### src/rtl/vga_timing_ctrl_if.sv
// Timing bundle between the VGA timing controller (master) and the host/pixel datapath (slave).
// frame_cnt is present only when VGA_FRAME_CNT_EN is defined.
interface vga_timing_ctrl_if #(
  parameter int CW = 10
) ();
  logic          pix_ce;
  logic          en;
  logic          hsync;
  logic          vsync;
  logic          active;
  logic [CW-1:0] x;
  logic [CW-1:0] y;
  logic          line_start;
  logic          frame_start;
  logic          running;
`ifdef VGA_FRAME_CNT_EN
  logic [15:0]   frame_cnt;

  modport master (
    input  pix_ce, en,
    output hsync, vsync, active, x, y, line_start, frame_start, running, frame_cnt
  );
  modport slave (
    output pix_ce, en,
    input  hsync, vsync, active, x, y, line_start, frame_start, running, frame_cnt
  );
`else
  modport master (
    input  pix_ce, en,
    output hsync, vsync, active, x, y, line_start, frame_start, running
  );
  modport slave (
    output pix_ce, en,
    input  hsync, vsync, active, x, y, line_start, frame_start, running
  );
`endif
endinterface

### src/rtl/vga_timing_ctrl.sv
// VGA raster timing generator; run/stop requests take effect only at frame boundaries.
// Optional macro VGA_FRAME_CNT_EN adds a 16-bit frame counter output.
module vga_timing_ctrl #(
  parameter int H_ACTIVE      = 640,
  parameter int H_FP          = 16,
  parameter int H_SYNC        = 96,
  parameter int H_BP          = 48,
  parameter int V_ACTIVE      = 480,
  parameter int V_FP          = 10,
  parameter int V_SYNC        = 2,
  parameter int V_BP          = 33,
  parameter int SYNC_ACT_HIGH = 0,
  parameter int CW            = 10
) (
  input logic             clk_in,
  input logic             resetn,
  vga_timing_ctrl_if.master bus
);
  localparam int H_TOTAL = H_ACTIVE + H_FP + H_SYNC + H_BP;
  localparam int V_TOTAL = V_ACTIVE + V_FP + V_SYNC + V_BP;
  localparam logic [CW-1:0] H_LAST = CW'(H_TOTAL - 1);
  localparam logic [CW-1:0] V_LAST = CW'(V_TOTAL - 1);
  // Decode bounds are one bit wider so a sync window ending exactly at the total still fits.
  localparam logic [CW:0] H_VIS  = (CW+1)'(H_ACTIVE);
  localparam logic [CW:0] HS_BEG = (CW+1)'(H_ACTIVE + H_FP);
  localparam logic [CW:0] HS_END = (CW+1)'(H_ACTIVE + H_FP + H_SYNC);
  localparam logic [CW:0] V_VIS  = (CW+1)'(V_ACTIVE);
  localparam logic [CW:0] VS_BEG = (CW+1)'(V_ACTIVE + V_FP);
  localparam logic [CW:0] VS_END = (CW+1)'(V_ACTIVE + V_FP + V_SYNC);
  localparam logic SYNC_ON  = (SYNC_ACT_HIGH != 0);
  localparam logic SYNC_OFF = ~SYNC_ON;

  if ((H_TOTAL - 1) >= (1 << CW) || (V_TOTAL - 1) >= (1 << CW)) begin : g_cw_too_small
    $error("vga_timing_ctrl: CW cannot hold H_TOTAL-1 / V_TOTAL-1");
  end

  typedef enum logic [1:0] {IDLE = 2'd0, RUN = 2'd1, STOPPING = 2'd2} state_t;

  state_t        state, state_nxt;
  logic [CW-1:0] x_q, y_q, x_nxt, y_nxt;
  logic          hsync_q, vsync_q, active_q, ls_q, fs_q, running_q;
  logic          hsync_nxt, vsync_nxt, active_nxt, ls_nxt, fs_nxt, running_nxt;
  logic [CW:0]   xe, ye;

  always_comb begin
    state_nxt = state;
    x_nxt     = x_q;
    y_nxt     = y_q;
    ls_nxt    = 1'b0;
    fs_nxt    = 1'b0;
    case (state)
      IDLE: begin
        x_nxt = '0;
        y_nxt = '0;
        if (bus.en) begin
          state_nxt = RUN;
          ls_nxt    = 1'b1;
          fs_nxt    = 1'b1;
        end
      end
      RUN, STOPPING: begin
        state_nxt = bus.en ? RUN : STOPPING;
        if (bus.pix_ce) begin
          if (x_q != H_LAST) begin
            x_nxt = x_q + CW'(1);
          end else begin
            x_nxt  = '0;
            ls_nxt = 1'b1;
            if (y_q != V_LAST) begin
              y_nxt = y_q + CW'(1);
            end else begin
              y_nxt = '0;
              // A pending stop completes here; the wrap pulses are suppressed.
              if (state == STOPPING && !bus.en) begin
                state_nxt = IDLE;
                ls_nxt    = 1'b0;
              end else begin
                fs_nxt = 1'b1;
              end
            end
          end
        end
      end
      default: begin
        state_nxt = IDLE;
        x_nxt     = '0;
        y_nxt     = '0;
      end
    endcase

    running_nxt = (state_nxt != IDLE);
    xe          = {1'b0, x_nxt};
    ye          = {1'b0, y_nxt};
    active_nxt  = running_nxt && (xe < H_VIS) && (ye < V_VIS);
    hsync_nxt   = (running_nxt && xe >= HS_BEG && xe < HS_END) ? SYNC_ON : SYNC_OFF;
    vsync_nxt   = (running_nxt && ye >= VS_BEG && ye < VS_END) ? SYNC_ON : SYNC_OFF;
  end

  always_ff @(posedge clk_in) begin
    if (!resetn) begin
      state     <= IDLE;
      x_q       <= '0;
      y_q       <= '0;
      hsync_q   <= SYNC_OFF;
      vsync_q   <= SYNC_OFF;
      active_q  <= 1'b0;
      ls_q      <= 1'b0;
      fs_q      <= 1'b0;
      running_q <= 1'b0;
    end else begin
      state     <= state_nxt;
      x_q       <= x_nxt;
      y_q       <= y_nxt;
      hsync_q   <= hsync_nxt;
      vsync_q   <= vsync_nxt;
      active_q  <= active_nxt;
      ls_q      <= ls_nxt;
      fs_q      <= fs_nxt;
      running_q <= running_nxt;
    end
  end

`ifdef VGA_FRAME_CNT_EN
  logic [15:0] frame_cnt_q;

  // Counts wrap frame_starts only; the pulse issued when leaving IDLE is excluded.
  always_ff @(posedge clk_in) begin
    if (!resetn) begin
      frame_cnt_q <= '0;
    end else if (fs_nxt && state != IDLE) begin
      frame_cnt_q <= frame_cnt_q + 16'd1;
    end
  end

  assign bus.frame_cnt = frame_cnt_q;
`endif

  assign bus.hsync       = hsync_q;
  assign bus.vsync       = vsync_q;
  assign bus.active      = active_q;
  assign bus.x           = x_q;
  assign bus.y           = y_q;
  assign bus.line_start  = ls_q;
  assign bus.frame_start = fs_q;
  assign bus.running     = running_q;

endmodule

### src/flat_wrapper.sv
// flat-port wrapper written by rule: the top's interface ports become plain ports
module vga_timing_ctrl_flat 
#(
  parameter int H_ACTIVE      = 640,
  parameter int H_FP          = 16,
  parameter int H_SYNC        = 96,
  parameter int H_BP          = 48,
  parameter int V_ACTIVE      = 480,
  parameter int V_FP          = 10,
  parameter int V_SYNC        = 2,
  parameter int V_BP          = 33,
  parameter int SYNC_ACT_HIGH = 0,
  parameter int CW            = 10
)
  (clk_in, resetn, bus_pix_ce, bus_en, bus_hsync, bus_vsync, bus_active, bus_x, bus_y, bus_line_start, bus_frame_start, bus_running);
  vga_timing_ctrl_if #(.CW(CW)) bus_i ();
  input logic clk_in;
  input logic resetn;
  input wire logic [$bits(bus_i.pix_ce)-1:0] bus_pix_ce;
  input wire logic [$bits(bus_i.en)-1:0] bus_en;
  output wire logic [$bits(bus_i.hsync)-1:0] bus_hsync;
  output wire logic [$bits(bus_i.vsync)-1:0] bus_vsync;
  output wire logic [$bits(bus_i.active)-1:0] bus_active;
  output wire logic [$bits(bus_i.x)-1:0] bus_x;
  output wire logic [$bits(bus_i.y)-1:0] bus_y;
  output wire logic [$bits(bus_i.line_start)-1:0] bus_line_start;
  output wire logic [$bits(bus_i.frame_start)-1:0] bus_frame_start;
  output wire logic [$bits(bus_i.running)-1:0] bus_running;
  assign bus_i.pix_ce = bus_pix_ce;
  assign bus_i.en = bus_en;
  assign bus_hsync = bus_i.hsync;
  assign bus_vsync = bus_i.vsync;
  assign bus_active = bus_i.active;
  assign bus_x = bus_i.x;
  assign bus_y = bus_i.y;
  assign bus_line_start = bus_i.line_start;
  assign bus_frame_start = bus_i.frame_start;
  assign bus_running = bus_i.running;
  vga_timing_ctrl #(.H_ACTIVE(H_ACTIVE), .H_FP(H_FP), .H_SYNC(H_SYNC), .H_BP(H_BP), .V_ACTIVE(V_ACTIVE), .V_FP(V_FP), .V_SYNC(V_SYNC), .V_BP(V_BP), .SYNC_ACT_HIGH(SYNC_ACT_HIGH), .CW(CW)) u_core (.clk_in(clk_in), .resetn(resetn), .bus(bus_i));
endmodule
### config.mk
export PLATFORM = sky130hd
export DESIGN_NAME = vga_timing_ctrl_flat
export DESIGN_NICKNAME = d
export VERILOG_FILES = /design/src/rtl/vga_timing_ctrl_if.sv /design/src/rtl/vga_timing_ctrl.sv /design/src/flat_wrapper.sv
export SDC_FILE = /design/constraint.sdc
export NUM_CORES = 1
export LEC_CHECK = 0
export BUFFER_PORTS_ARGS = -buffer_cell sky130_fd_sc_hd__buf_2
export CORE_MARGIN = 2
export CORE_UTILIZATION = 35
export CTS_BUF_LIST = sky130_fd_sc_hd__clkbuf_8
export DETAILED_ROUTE_END_ITERATION = 12
export PLACE_DENSITY = 0.66
export SYNTH_ARGS = -nofsm -noshare
export SYNTH_HDL_FRONTEND = slang
export SYNTH_SLANG_ARGS = --single-unit
### constraint.sdc
create_clock -name clk_in -period 3.9 [get_ports clk_in]
set_input_delay 0.195 -clock clk_in [delete_from_list [all_inputs] [get_ports clk_in]]
set_output_delay 0.195 -clock clk_in [all_outputs]
set_load 0.02 [all_outputs]
== Word-level counts from Yosys, hierarchy flattened ==
Cells that the tools add are included.

* Add/subtract/negate cells: 2
* $mul: 0
* Div/mod/pow operators: 0
* $lt $le $gt $ge: 6
* Equality and inequality tests: 4
* Shifts and indexed selects: 0
* Mux-type cells: 26
* Bitwise gates (word level): 0
* Reduce and logical (&&, ||, !) cells: 11

{| class="wikitable"
|+ Operators with widths
! cell !! count
|-
| $mux 10 || 7
|-
| $add 10x1->10 const B || 2
|-
| $lt 10x10->1 const B || 2
|-
| $lt 10x9->1 const B || 2
|-
| $ne 10x10->1 const B || 2
|-
| $mux 2 || 6
|-
| $ge 10x10->1 const B || 1
|-
| $ge 10x9->1 const B || 1
|-
| $mux 1 || 10
|-
| $logic_and 1x1->1 || 7
|-
| $pmux 1 s2 || 2
|-
| $pmux 2 s2 || 1
|-
| $eq 2x1->1 const B || 1
|-
| $eq 2x2->1 const B || 1
|-
| $logic_not 2->1 || 1
|-
| $reduce_bool 2->1 || 1
|-
| $reduce_or 2->1 || 1
|-
| $logic_not 1->1 || 1
|}

* Flip-flop bits (word level): 28
* Bits in latches: 0
* Bits in writable memories: 0
* Memory bits (read-only): 0
* Input bits: 4
* Logic and storage cells: 58
* Memories: 0

== Longest topological paths before layout ==
* Word-level depth: 11
* Mapped depth: 8
* Depth with buffers taken out: 8

== Worst setup path after synthesis ==
Ideal clock, no wire load.

* Path kind: flip-flop to flip-flop
* Start point: register u_core.x_q[0], in the netlist u_core.bus.x[0]
* End point: register u_core.vsync_q, in the netlist u_core.bus.vsync
* Setup time: 0.136 ns
* Data arrival time: 2.062 ns
* Path slack: 1.702 ns
* Cell stages (with the launch flop): 9
* Buffers on the path: 1
* Period minus slack after synthesis: 2.198 ns
* Cells stage by stage: dfxtp_1 > ha_1 > nand2_1 > nor4_2 > buf_4 > nand4_1 > xor2_1 > nor4_1 > nand4b_1

* Cells in the longest elaborated chain, start to end: 8
* Elaborated cells on any way between the ends: 13

{| class="wikitable"
|+ RTL lines
! item !! line !! RTL
|-
| start: declaration || vga_timing_ctrl.sv:40 || <nowiki>logic [CW-1:0] x_q, y_q, x_nxt, y_nxt;</nowiki>
|-
| start signal: assignment || vga_timing_ctrl.sv:112 || <nowiki>x_q <= x_nxt;</nowiki>
|-
| $ne 10x10->1 (*) || vga_timing_ctrl.sv:64 || <nowiki>if (x_q != H_LAST) begin</nowiki>
|-
| $mux 10 or $mux 2 (tied branches) || vga_timing_ctrl.sv:64 ||
|-
| $mux 10 or $mux 2 (tied branches) || vga_timing_ctrl.sv:63 || <nowiki>if (bus.pix_ce) begin</nowiki>
|-
| $mux 10 or $pmux 2 s2 (tied branches) || vga_timing_ctrl.sv:51 || <nowiki>case (state)</nowiki>
|-
| $ge 10x9->1 or $reduce_bool 2->1 (tied branches) || vga_timing_ctrl.sv:96, vga_timing_ctrl.sv:91 ||
|-
| $logic_and 1x1->1 || vga_timing_ctrl.sv:96 || <nowiki>vsync_nxt = (running_nxt && ye >= VS_BEG && ye < VS_END) ? SYNC_ON : SYNC_OFF;</nowiki>
|-
| $logic_and 1x1->1 (*) || vga_timing_ctrl.sv:96 ||
|-
| $mux 1 (*) || vga_timing_ctrl.sv:96 ||
|-
| end signal: assignment || vga_timing_ctrl.sv:115 || <nowiki>vsync_q <= vsync_nxt;</nowiki>
|-
| end: declaration || vga_timing_ctrl.sv:41 || <nowiki>logic hsync_q, vsync_q, active_q, ls_q, fs_q, running_q;</nowiki>
|}

Every way passes the cells marked *; elsewhere a longest branch is shown, timed or not.
A chain may end at the register's enable or synchronous reset.

== Worst setup path after layout ==
Same ends and word-level chain as after synthesis.

==> impl_metrics.ini <==
[run_status]
status = complete, no violations

[clocking]
post_cts_buffers = 0
cts_tree = yes
clk_latency_ps = 280
cts_htree_levels = 1
clockBufferDepth = 2
clk_root_buffer_cell = clkbuf_8
cts_resized = 0
clk_pin_slew_ps = 100
ctsHoldBuffers = 0
clock-sinks = 28
cts_buffers = 3

[die]
start_util_pct = 36.65
ioPinCount = 30
core_area_um2 = 4029
die_x_um = 68.95
rows = 23
dieArea_um2 = 4754
die_h_um = 68.95

[synthesis]
synth_edf_count = 0
synth_top_family_by_area = simple AND/OR/NAND/NOR gates
yosysSeqAreaShare_pct = 37.97
synth_warnings = 0
synth_nets = 183
avgSynthCellArea_um2 = 8.534
synth-simple-area-share_pct = 31.44
async_reset_ff_share_pct = 0
synth-compound-area-share_pct = 11.86
synth_mux_area_share_pct = 1.356
synthCells = 173
synth.distinct_cells = 43
yosys_most_used_dff = dfxtp_1
synth_area_um2 = 1476
synth_adder_area_share_pct = 5.085
synth_xor_area_share_pct = 8.898
ys_ff_latch = 28

[critical_path]
path_max_fanout = 12
path_depth = 7
path_delay_family = simple AND/OR/NAND/NOR gates
crit_type = flip-flop to flip-flop
reg2reg_from = u_core.bus.x[0]
crit_arrival_ps = 2820
cp_slowest_cell = nor4_2
cp.required_ps = 4060
rr_worst_depth = 7
ff2ff_setup_slack_ps = 1240
max_stage_delay_ps = 790
endpoint = u_core.bus.vsync
crit_start = u_core.bus.x[0]
crit_path_end_kind = flip-flop
cp-start-kind = flip-flop
path_cells = ha_1, nand2_1, nor4_2, and3_2, o22ai_2, nor4_1, nand4b_1
path_buf_inv = 0
r2r-end = u_core.bus.vsync

[timing]
slew_headroom_pct = 40.71
min_period_over_period_pct = 68.30
setup_viol = 0
clock_skew_ps = 8.960
finalMaxSlewViolations = 0
rsz0062_at_grt = false
worstMarginPinSlew_ps = 882.0
hold_viol_final = 0
fmax_ghz = 0.3754
finalSetupTns_ps = 0
layout_min_cycle_time_ps = 2664

[routing]
drtIter0Drc = 72
drt-total-wl_mm = 3.177
dr.pass1.iters = 4
num_vias = 1315
avgRoutedWirePerCell_um = 12.71
via_per_inst = 5.260
drc = 0
final_antenna_net_count = 0

[place]
numPortBuffers = 29
placed_area_um2 = 1657
routabilityCongestion = 0.8027
hpwl_mm = 2.416

[cells_and_area]
diodes = 0
multi_input_area_um2 = 865.8
final_nets = 211
area.sequential_um2 = 560.5
layout_commonest_cell = buf_2
design_area_um2 = 1712
area_growth_pct = 15.93
fillers = 429
layout_common_cells = buf_2 (29), dfxtp_1 (28), nor2_1 (23)
drive_gt1_share_pct = 21.00

[power_and_ir_drop]
design_power_total_uw = 541.6
peakVddDrop_v = 0.0001529
leakage_uw = 0.0006303
power_density_nw_per_um2 = 316.4

[global_route]
antenna_found_initial = 0
grt_use_total_pct = 14.88
grt_pass1_vias = 1189
grt_start_max_net_pins = 16
grt_pass1_wl_mm = 5.257
grt.overflow.total = 0

[flow_run]
maxCapViolCount = 0

[worst_hold_path]
hold_path.class = input port to flip-flop
[how the worst min path moves through the flow]
stage                            to  cells past startpoint  startpoint  slack [ps]
floorplan           u_core.state[1]                      1      bus_en         270
global placement    u_core.state[1]                      2      bus_en         430
detailed placement  u_core.state[1]                      2      bus_en         440
CTS                 u_core.state[1]                      2      bus_en         140
global route        u_core.state[1]                      2      bus_en         150
finish              u_core.state[1]                      2      bus_en         140
[final cells by class]
class                           instances  area share, %
Multi-Input combinational cell        133          50.58
Sequential cell                        28          32.75
Timing Repair Buffer                   29          8.480
Tap cell                               50          3.655
Clock buffer                            4          3.216
Inverter                                6          1.316
[metrics by stage]
stage / util, % / hold WS (ps) / std cells / setup slack (ps)
finish: 42.48 / 140.6 / 250 / 1236
global route: 42.48 / 149.3 / 250 / 981.4
CTS: 42.48 / 136.6 / 250 / 1218
detailed placement: 41.12 / 437.3 / 246 / 1231
global placement: 41.12 / 428.2 / 246 / 1301
floorplan: - / 274.3 / 173 / 1702
[synthesized netlist by cell type (2+ instances only)]
cell type  count  area, µm²
xor2_1         7      61.31
nand3_1        9      45.04
nor3b_1        2      15.01
and3_1         2      12.51
nand4_1        7      43.79
nand2_1       16      60.06
inv_1          6      22.52
xnor2_1        8      70.07
o21ai_0        4      20.02
nor3_1         5      25.02
nor4_1         4      25.02
ha_1           6      75.07
and2_1         3      18.77
nand2b_1       4      25.02
nand3b_1       2      15.01
dfxtp_1       28      560.5
nor2_1        23      86.33
a21oi_1        7      35.03
mux2i_1        2      20.02
a22oi_1        2      15.01
clkbuf_1       4      15.01
[where the power goes]
group / switching (µW) / internal (µW)
clock network: 89.1 / 90.5
logic: 42.4 / 21.8
registers: 4.43 / 294
total: 136 / 406
[cell families (layout without fill, tap and decap cells)]
group,count (synthesis),after routing
AND/OR/NAND/NOR,85,85
flip-flops,28,28
AO/OA/AOI/OAI,25,25
XOR/XNOR,15,15
buffers and inverters,12,39
adder cells (fa/ha/maj),6,6
multiplexers,2,2
[layer usage]
metal | vias to the layer above | track usage [%] | share of wire (%)
li1 | 667 | - | -
met5 | - | 0 | 0
met2 | 30 | 23.80 | 45
met4 | 0 | 5.882 | 1.8
met3 | 7 | 3.734 | 4.5
met1 | 611 | 19.11 | 49
Note: power is estimated with default switching activity, not from simulation.
